[config.mk]
export PLATFORM = sky130hd
export DESIGN_NAME = uart_cfg_bank
export DESIGN_NICKNAME = d
export VERILOG_FILES = /design/src/rtl/uart_cfg_pkg.sv /design/src/rtl/uart_cfg_chan.sv /design/src/rtl/uart_cfg_bank.sv
export SDC_FILE = /design/constraint.sdc
export NUM_CORES = 1
export LEC_CHECK = 0
export BUFFER_PORTS_ARGS = -buffer_cell sky130_fd_sc_hd__buf_2
export CORE_MARGIN = 2
export CORE_UTILIZATION = 50
export CTS_BUF_LIST = sky130_fd_sc_hd__clkbuf_8
export DETAILED_ROUTE_END_ITERATION = 12
export PLACE_DENSITY = 0.78
export SLEW_MARGIN = 20
export SYNTH_ARGS = -nofsm -noshare
export SYNTH_HDL_FRONTEND = slang
export SYNTH_SLANG_ARGS = --single-unit
[constraint.sdc]
create_clock -name clk -period 1.41 [get_ports clk]
set_clock_uncertainty 0.05 [all_clocks]
set_input_delay 0 -clock clk [delete_from_list [all_inputs] [get_ports clk]]
set_output_delay 0 -clock clk [all_outputs]
set_load 0.02 [all_outputs]
[src/rtl/uart_cfg_pkg.sv]
// Shared types, baud table and divisor math for the UART configuration bank.
// Used by uart_cfg_bank (optional readback via UART_CFG_READBACK_EN) and uart_cfg_chan.
package uart_cfg_pkg;

  typedef struct packed {
    logic [3:0] baud_sel;
    logic [1:0] data_size;
    logic       parity_en;
    logic       parity_odd;
    logic       stop2;
  } cfg_t;

  typedef enum logic [1:0] {
    UNCFG   = 2'd0,
    PENDING = 2'd1,
    ACTIVE  = 2'd2
  } chan_state_e;

  localparam int MAX_BAUD_SEL = 8;

  localparam int unsigned BAUD_TABLE [0:MAX_BAUD_SEL] = '{
    32'd9600, 32'd19200, 32'd38400, 32'd57600, 32'd115200,
    32'd230400, 32'd460800, 32'd921600, 32'd1843200
  };

  // Rounded 16x oversampling divisor, clamped to [1, 2^div_w - 1].
  function automatic logic [63:0] baud_div_calc(input longint unsigned clk_hz,
                                                input longint unsigned baud,
                                                input int unsigned     div_w);
    longint unsigned q;
    longint unsigned max_v;
    q     = (clk_hz + 8 * baud) / (16 * baud);
    max_v = (64'd1 << div_w) - 64'd1;
    if (q > max_v) q = max_v;
    if (q == 0) q = 1;
    return q;
  endfunction

endpackage

[src/rtl/uart_cfg_chan.sv]
// One channel of the config bank: UNCFG/PENDING/ACTIVE FSM with staged and
// committed registers; commits only while the channel's TX/RX report idle.
module uart_cfg_chan
  import uart_cfg_pkg::*;
#(
  parameter int unsigned CLK_FREQ_HZ = 50_000_000,
  parameter int          DIV_W       = 16
) (
  input  logic             clk,
  input  logic             rst_n,
  input  logic             wr_en,
  input  cfg_t             wr_cfg,
  input  logic             idle,
  output logic             cfg_valid,
  output logic             cfg_pending,
  output logic             cfg_update,
  output cfg_t             cfg_out,
  output logic [DIV_W-1:0] baud_div
);

  localparam logic [63:0]      RESET_DIV_FULL = baud_div_calc(CLK_FREQ_HZ, BAUD_TABLE[0], DIV_W);
  localparam logic [DIV_W-1:0] RESET_DIV      = RESET_DIV_FULL[DIV_W-1:0];

  logic [DIV_W-1:0] div_lut [16];

  for (genvar b = 0; b < 16; b++) begin : g_div
    if (b <= MAX_BAUD_SEL) begin : g_used
      localparam logic [63:0] D = baud_div_calc(CLK_FREQ_HZ, BAUD_TABLE[b], DIV_W);
      assign div_lut[b] = D[DIV_W-1:0];
    end else begin : g_unused
      assign div_lut[b] = RESET_DIV;
    end
  end

  chan_state_e      state_q, state_d;
  cfg_t             staged_q, staged_d;
  cfg_t             committed_q, committed_d;
  logic [DIV_W-1:0] div_q, div_d;
  logic             valid_q, valid_d;
  logic             pending_q, pending_d;
  logic             update_q, update_d;
  logic             commit;

  // A commit always takes the value staged before this cycle; a simultaneous
  // write lands in staging and keeps the channel pending.
  always_comb begin
    commit      = (state_q == PENDING) && idle;
    state_d     = state_q;
    staged_d    = wr_en ? wr_cfg : staged_q;
    committed_d = commit ? staged_q : committed_q;
    div_d       = commit ? div_lut[staged_q.baud_sel] : div_q;
    case (state_q)
      UNCFG:   if (wr_en) state_d = PENDING;
      PENDING: if (!wr_en && idle) state_d = ACTIVE;
      ACTIVE:  if (wr_en) state_d = PENDING;
      default: state_d = UNCFG;
    endcase
    valid_d   = valid_q | commit;
    pending_d = (state_d == PENDING);
    update_d  = commit;
  end

  always_ff @(posedge clk or negedge rst_n) begin
    if (!rst_n) begin
      state_q     <= UNCFG;
      staged_q    <= '0;
      committed_q <= '0;
      div_q       <= RESET_DIV;
      valid_q     <= 1'b0;
      pending_q   <= 1'b0;
      update_q    <= 1'b0;
    end else begin
      state_q     <= state_d;
      staged_q    <= staged_d;
      committed_q <= committed_d;
      div_q       <= div_d;
      valid_q     <= valid_d;
      pending_q   <= pending_d;
      update_q    <= update_d;
    end
  end

  assign cfg_valid   = valid_q;
  assign cfg_pending = pending_q;
  assign cfg_update  = update_q;
  assign cfg_out     = committed_q;
  assign baud_div    = div_q;

endmodule

[src/rtl/uart_cfg_bank.sv]
// Multi-channel UART config bank: write decode/validation plus per-channel staging.
// Define UART_CFG_READBACK_EN to add the registered rd_chan/rd_cfg readback port.
module uart_cfg_bank
  import uart_cfg_pkg::*;
#(
  parameter int          NUM_CH      = 4,
  parameter int unsigned CLK_FREQ_HZ = 50_000_000,
  parameter int          DIV_W       = 16,
  parameter int          CH_W        = (NUM_CH > 1) ? $clog2(NUM_CH) : 1
) (
  input  logic                         clk,
  input  logic                         rst_n,
  input  logic                         wr_valid,
  input  logic [CH_W-1:0]              wr_chan,
  input  logic [3:0]                   wr_baud_sel,
  input  logic [1:0]                   wr_data_size,
  input  logic                         wr_parity_en,
  input  logic                         wr_parity_odd,
  input  logic                         wr_stop2,
  output logic                         wr_ack,
  output logic                         wr_err,
  input  logic [NUM_CH-1:0]            chan_idle,
  output logic [NUM_CH-1:0]            cfg_valid,
  output logic [NUM_CH-1:0]            cfg_pending,
  output logic [NUM_CH-1:0]            cfg_update,
  output cfg_t [NUM_CH-1:0]            cfg_out,
  output logic [NUM_CH-1:0][DIV_W-1:0] baud_div
`ifdef UART_CFG_READBACK_EN
  ,
  input  logic [CH_W-1:0]              rd_chan,
  output cfg_t                         rd_cfg
`endif
);

  logic              chan_ok;
  logic              baud_ok;
  logic              accept;
  logic              reject;
  cfg_t              wr_cfg;
  logic [NUM_CH-1:0] wr_en;
  logic              wr_ack_q, wr_ack_d;
  logic              wr_err_q, wr_err_d;

  // Widen the channel compare so a power-of-two NUM_CH does not overflow.
  always_comb begin
    chan_ok  = ({1'b0, wr_chan} < (CH_W + 1)'(NUM_CH));
    baud_ok  = (wr_baud_sel <= 4'(MAX_BAUD_SEL));
    accept   = wr_valid && chan_ok && baud_ok;
    reject   = wr_valid && !(chan_ok && baud_ok);
    wr_ack_d = accept;
    wr_err_d = reject;
    wr_cfg   = '{baud_sel:   wr_baud_sel,
                 data_size:  wr_data_size,
                 parity_en:  wr_parity_en,
                 parity_odd: wr_parity_odd,
                 stop2:      wr_stop2};
  end

  always_ff @(posedge clk or negedge rst_n) begin
    if (!rst_n) begin
      wr_ack_q <= 1'b0;
      wr_err_q <= 1'b0;
    end else begin
      wr_ack_q <= wr_ack_d;
      wr_err_q <= wr_err_d;
    end
  end

  assign wr_ack = wr_ack_q;
  assign wr_err = wr_err_q;

  for (genvar i = 0; i < NUM_CH; i++) begin : g_chan
    assign wr_en[i] = accept && (wr_chan == CH_W'(i));

    uart_cfg_chan #(
      .CLK_FREQ_HZ (CLK_FREQ_HZ),
      .DIV_W       (DIV_W)
    ) u_chan (
      .clk         (clk),
      .rst_n       (rst_n),
      .wr_en       (wr_en[i]),
      .wr_cfg      (wr_cfg),
      .idle        (chan_idle[i]),
      .cfg_valid   (cfg_valid[i]),
      .cfg_pending (cfg_pending[i]),
      .cfg_update  (cfg_update[i]),
      .cfg_out     (cfg_out[i]),
      .baud_div    (baud_div[i])
    );
  end

`ifdef UART_CFG_READBACK_EN
  cfg_t rd_cfg_q, rd_cfg_d;

  always_comb begin
    rd_cfg_d = '0;
    if ({1'b0, rd_chan} < (CH_W + 1)'(NUM_CH)) rd_cfg_d = cfg_out[rd_chan];
  end

  always_ff @(posedge clk or negedge rst_n) begin
    if (!rst_n) rd_cfg_q <= '0;
    else        rd_cfg_q <= rd_cfg_d;
  end

  assign rd_cfg = rd_cfg_q;
`endif

endmodule

After elaboration in Yosys (flattened, before gate mapping)
Memories as Yosys holds them, arrays and structs flattened. A register that Yosys moved wholly into a read port is not among the register bits. Index checks and enable logic that the tools add are counted.

Flip-flop bits (word level): 94. Memory bits (read-only): 1024. Input bits: 18. Logic and storage cells: 130. Memories kept: 4.

Memory list: (name not given) (words 16, bits a word 16, rd ports 1, clocked after Yosys merged registers in 1, wr ports 0, RTL line uart_cfg_chan.sv:51) `div_d = commit ? div_lut[staged_q.baud_sel] : div_q;`; (name not given) (words 16, bits a word 16, rd ports 1, clocked after Yosys merged registers in 1, wr ports 0, RTL line uart_cfg_chan.sv:51); (name not given) (words 16, bits a word 16, rd ports 1, clocked after Yosys merged registers in 1, wr ports 0, RTL line uart_cfg_chan.sv:51); (name not given) (words 16, bits a word 16, rd ports 1, clocked after Yosys merged registers in 1, wr ports 0, RTL line uart_cfg_chan.sv:51).

Magnitude comparators: 1. Eq/ne operators: 15. Mux-type cells: 12. Bitwise logic cells: 8. Reduce and logical (&&, ||, !) cells: 32.

Operator list (count): 4-bit inverter with 5-bit output (4); 2-bit by 1-bit equality test with 1-bit output (second input constant) (9); 2-bit two-way mux (8); 2-bit case mux with 2 select lines (4); 1-bit logical AND (14); 2-bit equality test (second input constant) (6); 2-bit logical NOT (5); 1-bit logical NOT (9); 2-bit OR reduction (4); 4-bit less-or-equal comparator (second input constant) (1); 1-bit bitwise OR (4).

Logic depth before layout (Yosys ltp)
Gate-level depths: netlist of the first run.

Word-level depth: 8. Gate-level depth with buffers: 5.

Hierarchy
Synthesis of the first run repeated with hierarchy kept, for this count alone.

Cells, all modules: 462. Area, all modules: 5657.9 µm².

By module, submodules not included: uart_cfg_chan (g_chan[2].u_chan ...) (times used 2, cells each 111, area each 1391.3 µm²); uart_cfg_chan (g_chan[0].u_chan ...) (times used 2, cells each 115, area each 1377.6 µm²); uart_cfg_bank (times used 1, cells each 10, area each 120.1 µm²).

Worst setup path after synthesis of the first run
OpenSTA, ideal clock, no wires.

Path kind: register to register. From: register g_chan[0].u_chan.staged_q[5] in the netlist's numbering. To: register g_chan[0].u_chan.div_q[6]. Setup time: 91 ps. Arrival: 1182 ps. Data required time: 1269 ps. Setup slack: 86 ps. Cell stages (with the launch flop): 6. Buffers on the path: 0. Clock period less this slack: 1324 ps. Path through: dfrtp_1 > inv_1 > ha_1 > or2_2 > a22oi_1 > o21ai_0.

Word-level cells in the longest chain between the ends: 1.

RTL lines: start, declared (RTL line uart_cfg_chan.sv:36) `cfg_t staged_q, staged_d;`; start signal, assigned (RTL line uart_cfg_chan.sv:74) `staged_q <= staged_d;`; 4-bit inverter with 5-bit output (implied by the code) (RTL line uart_cfg_chan.sv:51); end, declared (RTL line uart_cfg_chan.sv:38) `logic [DIV_W-1:0] div_q, div_d;`.

No other way between the ends. A chain may end at the register's enable or synchronous reset.

Worst setup path in the final report of the first run
From: input port wr_baud_sel[0]. To: register wr_err_q, in the netlist wr_err.

Word-level cells in the longest chain between the ends: 3.

RTL lines: start, declared (RTL line uart_cfg_bank.sv:15) `input logic [3:0] wr_baud_sel,`; 4-bit less-or-equal comparator (RTL line uart_cfg_bank.sv:47) `baud_ok = (wr_baud_sel <= 4'(MAX_BAUD_SEL));`; 1-bit logical NOT (RTL line uart_cfg_bank.sv:49) `reject = wr_valid && !(chan_ok && baud_ok);`; 1-bit logical AND (RTL line uart_cfg_bank.sv:49); net reject (RTL line uart_cfg_bank.sv:38) `logic reject;`; end signal, assigned (RTL line uart_cfg_bank.sv:65) `wr_err_q <= wr_err_d;`; end, declared (RTL line uart_cfg_bank.sv:42) `logic wr_err_q, wr_err_d;`.

The timed path passes the listed nets, and every way through them passes these cells.

==> results of run 1 <==
[metal layers]
layer	part of all wire, %	up-vias	global-route usage, %
met5	0	-	0
met4	2.2	0	8.230
met3	6.0	24	6.178
met2	47	124	32.02
met1	45	1977	26.88
li1	-	1917	-
[what timing repair did]
item / in CTS / in global routing
buffers inserted: 0 / 2
setup endpoints to repair: 0 / 39
hold buffers: 13 / 0
gates resized for setup: 0 / 9
hold endpoints to repair: 158 / 0
[synthesized netlist by cell type, drive strengths merged (6+ instances only)]
cell type	instances	share of area, %
inv	17	1.1
ha	18	3.9
a22oi	9	1.2
nand3b	6	0.79
clkbuf	20	1.3
nand2b	14	1.5
a32o	12	2.1
o21ai	35	3.1
o31ai	10	1.4
nand3	6	1.2
mux2	19	3.7
nand2	71	4.6
dfrtp	114	50
nor2	11	0.72
dfstp	16	7.3
a22o	22	3.4
a21oi	14	1.2
buf	50	6.5
[sequential cells by signal (all words and copies together), names as in the netlist]
register	flops
g_chan.u_chan.baud_div	36
g_chan.u_chan.cfg_out	36
g_chan.u_chan.cfg_pending	4
g_chan.u_chan.cfg_update	4
g_chan.u_chan.cfg_valid	4
g_chan.u_chan.staged_q	36
g_chan.u_chan.state_q	8
wr_ack	1
wr_err	1
[area by class of cell]
type | instances | area (µm²) | share of cell area, %
multi-input combinational | 313 | 2071 | 29.33
timing repair buffer | 155 | 988.4 | 14.00
inverter | 17 | 63.81 | 0.9039
clock buffer | 20 | 275.3 | 3.899
sequential | 130 | 3273 | 46.37
clock inverter | 12 | 209.0 | 2.960
tap | 143 | 178.9 | 2.535
[critical path: stages]
cell           delay (ps)
dlygate4sd3_1         560
buf_2                 150
o31ai_4               300
dlygate4sd3_1         600
nor2_1                 70
[power groups by stage]
| stage | logic [mW] | clock network, mW | registers (mW) |
|---|---|---|---|
| after floorplan | 1.74 | 0 | 6.75 |
| after global placement | 4.12 | 0 | 5.73 |
| after detailed placement | 4.22 | 0 | 5.80 |
| after CTS | 4.28 | 3.87 | 5.74 |
| after global routing | 4.63 | 4.06 | 5.89 |
| final | 4.25 | 3.80 | 5.73 |
[cells by family (layout without fill, tap and decap cells)]
kind of cell | after synthesis | in the layout | share of synthesized area, %
flip-flops | 130 | 130 | 57.08
AND/OR/NAND/NOR | 122 | 122 | 10.45
AO/OA/AOI/OAI | 114 | 114 | 13.90
buffers and inverters | 87 | 204 | 8.902
multiplexers | 24 | 24 | 4.604
adder cells (fa/ha/maj) | 18 | 18 | 3.928
XOR/XNOR | 7 | 7 | 1.069
other | 1 | 28 | 0.06540
[through the flow]
stage          worst slack [ps]  cells  TNS [ps]  area [µm²]  hold slack (ps)
2_1_floorplan             86.39    530         0        5836           -345.6
3_3_place_gp              138.3    742         0        6406           -54.27
3_5_place_dp              61.09    742         0        6406           -48.13
4_1_cts                   21.60    787         0        7020            13.00
5_1_grt                  -7.562    790    -36.62        7059            13.44
6_report                  6.357    790         0        7059            11.68
[worst paths after layout]
check	endpoint	cells after the start	start
min	g_chan[0].u_chan.cfg_pending	2	rst_n
max in group asynchronous	g_chan[0].u_chan.baud_div[2]	3	rst_n
max	wr_err	5	wr_baud_sel[0]
max reg2reg	g_chan[0].u_chan.baud_div[6]	5	g_chan[0].u_chan.staged_q[6]
min in group clk	g_chan[2].u_chan.staged_q[3]	3	wr_data_size[0]
min reg2reg	g_chan[2].u_chan.baud_div[2]	2	g_chan[2].u_chan.baud_div[2]
==> results by group, run 1 <==
Clock tree
  – Total CTS buffers: 17
  – CTS root buffer: clkbuf_8
  – H-tree lvl count: 4
  – Worst-path clk slew: 70 ps
  – Clock buffer depth: 2
  – Clock Latency Late Sink: 450 ps
  – # clock sinks: 130
  – TritonCTS clock tree: built

Route
  – DR pass1 iterations: 4
  – # DRC: 0
  – Via-to-Cell Ratio: 5.116
  – Routed Antenna Nets: 0
  – Routed wire per std cell: 15.51 µm
  – Via count: 4042
  – Post-Route WL: 12.25 mm
  – First DRT Iteration DRCs: 220

Floorplan
  – Die footprint: 12340 µm²
  – I/O pin count: 132
  – Die width: 111.1 µm
  – Core Area: 11320 µm²
  – Die Span Y: 111.1 µm
  – Starting Density: 50.65%
  – Row cnt: 39

Pwr
  – VDD IR max: 1055 µV
  – Clock share of power: 27.6%
  – Combinational power share: 30.9%
  – Switching pwr: 4.682 mW
  – Net Sw Frac: 33.98%
  – Pwr Total: 13.78 mW
  – Leak: 3.632 nW
  – Total power per unit cell area: 1952 nW/µm²
  – Register share of total power: 41.6%
  – Internal power: 9.097 mW

STA
  – Slew Viols, Final: 0
  – # setup viols final: 0
  – Slew headroom: 66.38%
  – Hold Fails Final Rpt: 0
  – Period minus WS final: 1404 ps
  – Fmax: 712.4 MHz
  – RSZ-0062 raised after global routing: true
  – Final Cycle Share: 99.55%
  – Slew of the pin with the lowest slew margin: 504.3 ps

Logic synthesis
  – Unique masters post-synth: 38
  – FFs w/ async S/R, synth: 100.0%
  – Avg Cell Area, Syn: 11.40 µm²
  – Post-synth EDFFs: 0
  – Sequential cell area fraction in the yosys report: 57.08%
  – Cell Area, Synth: 5734 µm²
  – Warnings, synthesis: 0
  – Synthesis-stage register bit count: 130
  – Post-synthesis cell count: 503
  – Ys flop type: dfrtp_1

Worst setup path
  – Crit path max fanout: 4
  – Crit start category: input port
  – Req. time, crit path: 1690 ps
  – CP endpoint kind: register
  – R2r setup slk: 80 ps
  – CP Class: in -> reg
  – Critical path arrival: 1690 ps

Finish
  – Final core utilization: 62.36%
  – Fill cells: 923
  – Area Overhead vs Synth: 23.11%
  – Layout Nets: 670
  – Commonest non-fill, non-tap cell in the layout: dfrtp_1
  – Most frequent cells in the layout: dfrtp_1, buf_2, nand2_1
  – Ratio of cells with drive above 1 in the final layout: 33.54%
  – Antenna Cells: 0

Global routing
  – GR Overflow Total: 0
  – Initial antenna violation count: 0
  – Vias in the first global route: 4001
  – Largest net degree at the start of global routing: 37
  – Gr usage total: 20.46%
  – First-pass GRT wire length: 19.86 mm

Placed design
  – Port Buf Inserts: 103
  – Dpl hpwl: 8.581 mm
  – Routability cong.: 0.8458

Min path
  – Min-delay worst type: in -> async

Run
  – Max-cap violation count: 0

Run status
  – Status: complete, no violations
(Power assumes the default switching activity.)
==> inputs of run 2 (changes only) <==
--- a/config.mk
+++ b/config.mk
@@ -11,6 +11,7 @@
 export CTS_BUF_LIST = sky130_fd_sc_hd__clkbuf_8
 export DETAILED_ROUTE_END_ITERATION = 12
 export PLACE_DENSITY = 0.78
+export SETUP_SLACK_MARGIN = 0.5
 export SLEW_MARGIN = 20
 export SYNTH_ARGS = -nofsm -noshare
 export SYNTH_HDL_FRONTEND = slang
==> results by group, run 2 (synthesized netlist as in run 1, its figures left out) <==
Worst setup path
  – R2r setup slk: 60 ps
  – Crit path max fanout: 4
  – Largest stage delay on the critical path: 400 ps
  – CP endpoint kind: register
  – Crit-path slowest cell: dfrtp_1
  – Crit path max-delay family: flip-flops
  – Req. time, crit path: 1720 ps
  – Reg2reg path depth: 5
  – Crit start category: register
  – CP Class: reg -> reg
  – Worst-path cell chain: inv_2 -> ha_4 -> xor2_1 -> nand2b_1 -> a22o_1
  – Critical path buffers and inverters: 1
  – FF-to-FF Start: g_chan[1].u_chan.staged_q[6]
  – RR Endpoint: g_chan[1].u_chan.baud_div[2]
  – Critical path arrival: 1660 ps

Global routing
  – First-pass GRT wire length: 23.47 mm
  – Largest net degree at the start of global routing: 56
  – GR Overflow Total: 0
  – Gr usage total: 24.19%
  – Initial antenna violation count: 1
  – Vias in the first global route: 4593

Pwr
  – VDD IR max: 1202 µV
  – Net Sw Frac: 34.39%
  – Total power per unit cell area: 1877 nW/µm²
  – Register share of total power: 36.1%
  – Combinational power share: 43.6%
  – Leak: 4.412 nW
  – Internal power: 11.03 mW
  – Clock share of power: 20.4%
  – Switching pwr: 5.780 mW

Finish
  – Area Overhead vs Synth: 56.16%
  – Most frequent cells in the layout: buf_6, dfrtp_1, buf_4
  – Ratio of cells with drive above 1 in the final layout: 54.75%
  – Finished Layout Cells: 871
  – Commonest non-fill, non-tap cell in the layout: buf_6
  – Layout Nets: 751
  – Fin area: 8955 µm²

Clock tree
  – # clock sinks: 130
  – Clock Latency Late Sink: 430 ps
  – Total CTS buffers: 17
  – H-tree lvl count: 4
  – Hold_buf cts: 10
  – Worst-path clk slew: 70 ps
  – TritonCTS clock tree: built
  – Clock buffer depth: 2
  – CTS root buffer: clkbuf_8

STA
  – Period minus WS final: 1355 ps
  – Total Neg Setup Slack: 0 ps
  – Hold Fails Final Rpt: 22
  – Final Cycle Share: 96.08%
  – # setup viols final: 0
  – Final worst slack: 55.29 ps
  – RSZ-0062 raised after global routing: true
  – Hold slack final: -32.41 ps
  – Slew Viols, Final: 0
  – Fmax: 738.2 MHz

Run status
  – Status: finished with violations
  – Failing checks: negative hold slack

Floorplan
  – Die width: 111.1 µm
  – Die footprint: 12340 µm²
  – I/O pin count: 132
  – Starting Density: 50.65%
  – Die Span Y: 111.1 µm
  – Row cnt: 39
  – Core Area: 11320 µm²

Placed design
  – Routability cong.: 0.8019
  – Area post-placement: 6391 µm²
  – Port Buf Inserts: 103
  – Dpl hpwl: 8.365 mm
  – Pre-CTS setup slack: 51.21 ps
  – Post-placement cell count: 728

Min path
  – Min-delay worst type: in -> async

Run
  – Max-cap violation count: 0

Route
  – Via-to-Cell Ratio: 5.420
  – Routed Antenna Nets: 0
  – First DRT Iteration DRCs: 284
  – Routed wire per std cell: 19.34 µm
  – DR pass1 iterations: 5
  – Post-Route WL: 16.84 mm
  – Via count: 4721
  – # DRC: 0
-- run 2: cell types whose count changed in the layout (fill, tap and decap cells not counted), moves of 8 or more --
cell | before | now
dfrtp_2 | 0 | 13
dfrtp_1 | 114 | 101
nand2_2 | 0 | 10
o21ai_0 | 32 | 3
buf_4 | 35 | 85
nand2_4 | 0 | 15
nand2_1 | 71 | 46
buf_2 | 103 | 15
buf_6 | 0 | 109
o21ai_1 | 3 | 11
o21ai_2 | 0 | 20
-- run 2: metrics by stage --
| stage | power (mW) | util [%] |
|---|---|---|
| 6_report | 16.81 | 79.10 |
| 5_1_grt | 17.54 | 79.10 |
| 4_1_cts | 15.53 | 72.63 |
| 3_5_place_dp | 10.05 | 56.45 |
| 3_3_place_gp | 9.876 | 56.45 |
| 2_1_floorplan | 8.617 | - |
-- run 2: final cells by class --
type	instances	area (µm²)
clock inverter	11	147.6
antenna	1	2.502
fill	627	2366
timing repair buffer	236	2449
multi-input combinational	313	2526
tap	143	178.9
inverter	17	86.33
sequential	130	3289
clock buffer	20	275.3
-- run 2: timing repair --
action | CTS | global route
setup buffers | 53 | 39
resized for setup | 228 | 121
cloned | 7 | 2
endpoints found under the hold margin | 142 | 22
pin swaps | 20 | 36
endpoints found under the setup margin | 175 | 202
-- run 2: how the worst max path moves through the flow --
stage | startpoint | cells after the start | end
after global routing | g_chan[1].u_chan.staged_q[6] | 5 | g_chan[1].u_chan.baud_div[2]
after floorplan | g_chan[3].u_chan.state_q[1] | 3 | g_chan[3].u_chan.cfg_out[0]
after CTS | g_chan[0].u_chan.staged_q[6] | 5 | g_chan[0].u_chan.baud_div[6]
after global placement | wr_baud_sel[1] | 6 | g_chan[1].u_chan.staged_q[8]
final | g_chan[1].u_chan.staged_q[6] | 5 | g_chan[1].u_chan.baud_div[2]
after detailed placement | g_chan[0].u_chan.staged_q[6] | 5 | g_chan[0].u_chan.baud_div[6]
-- run 2: routing by layer --
metal  vias to the layer above  GRT usage, %  wire, µm
met5                         -             0         0
li1                       2091             -         -
met2                       198         39.96      8630
met4                         0         9.877       498
met1                      2394         29.67      6667
met3                        38         7.654      1046
-- run 2: power groups by stage --
stage	Sequential (mW)	Clock (mW)	Combinational, mW
global placement	5.77	0	4.10
finish	6.07	3.42	7.32
CTS	5.97	3.41	6.15
global route	6.18	3.62	7.73
floorplan	6.76	0	1.86
detailed placement	5.82	0	4.23
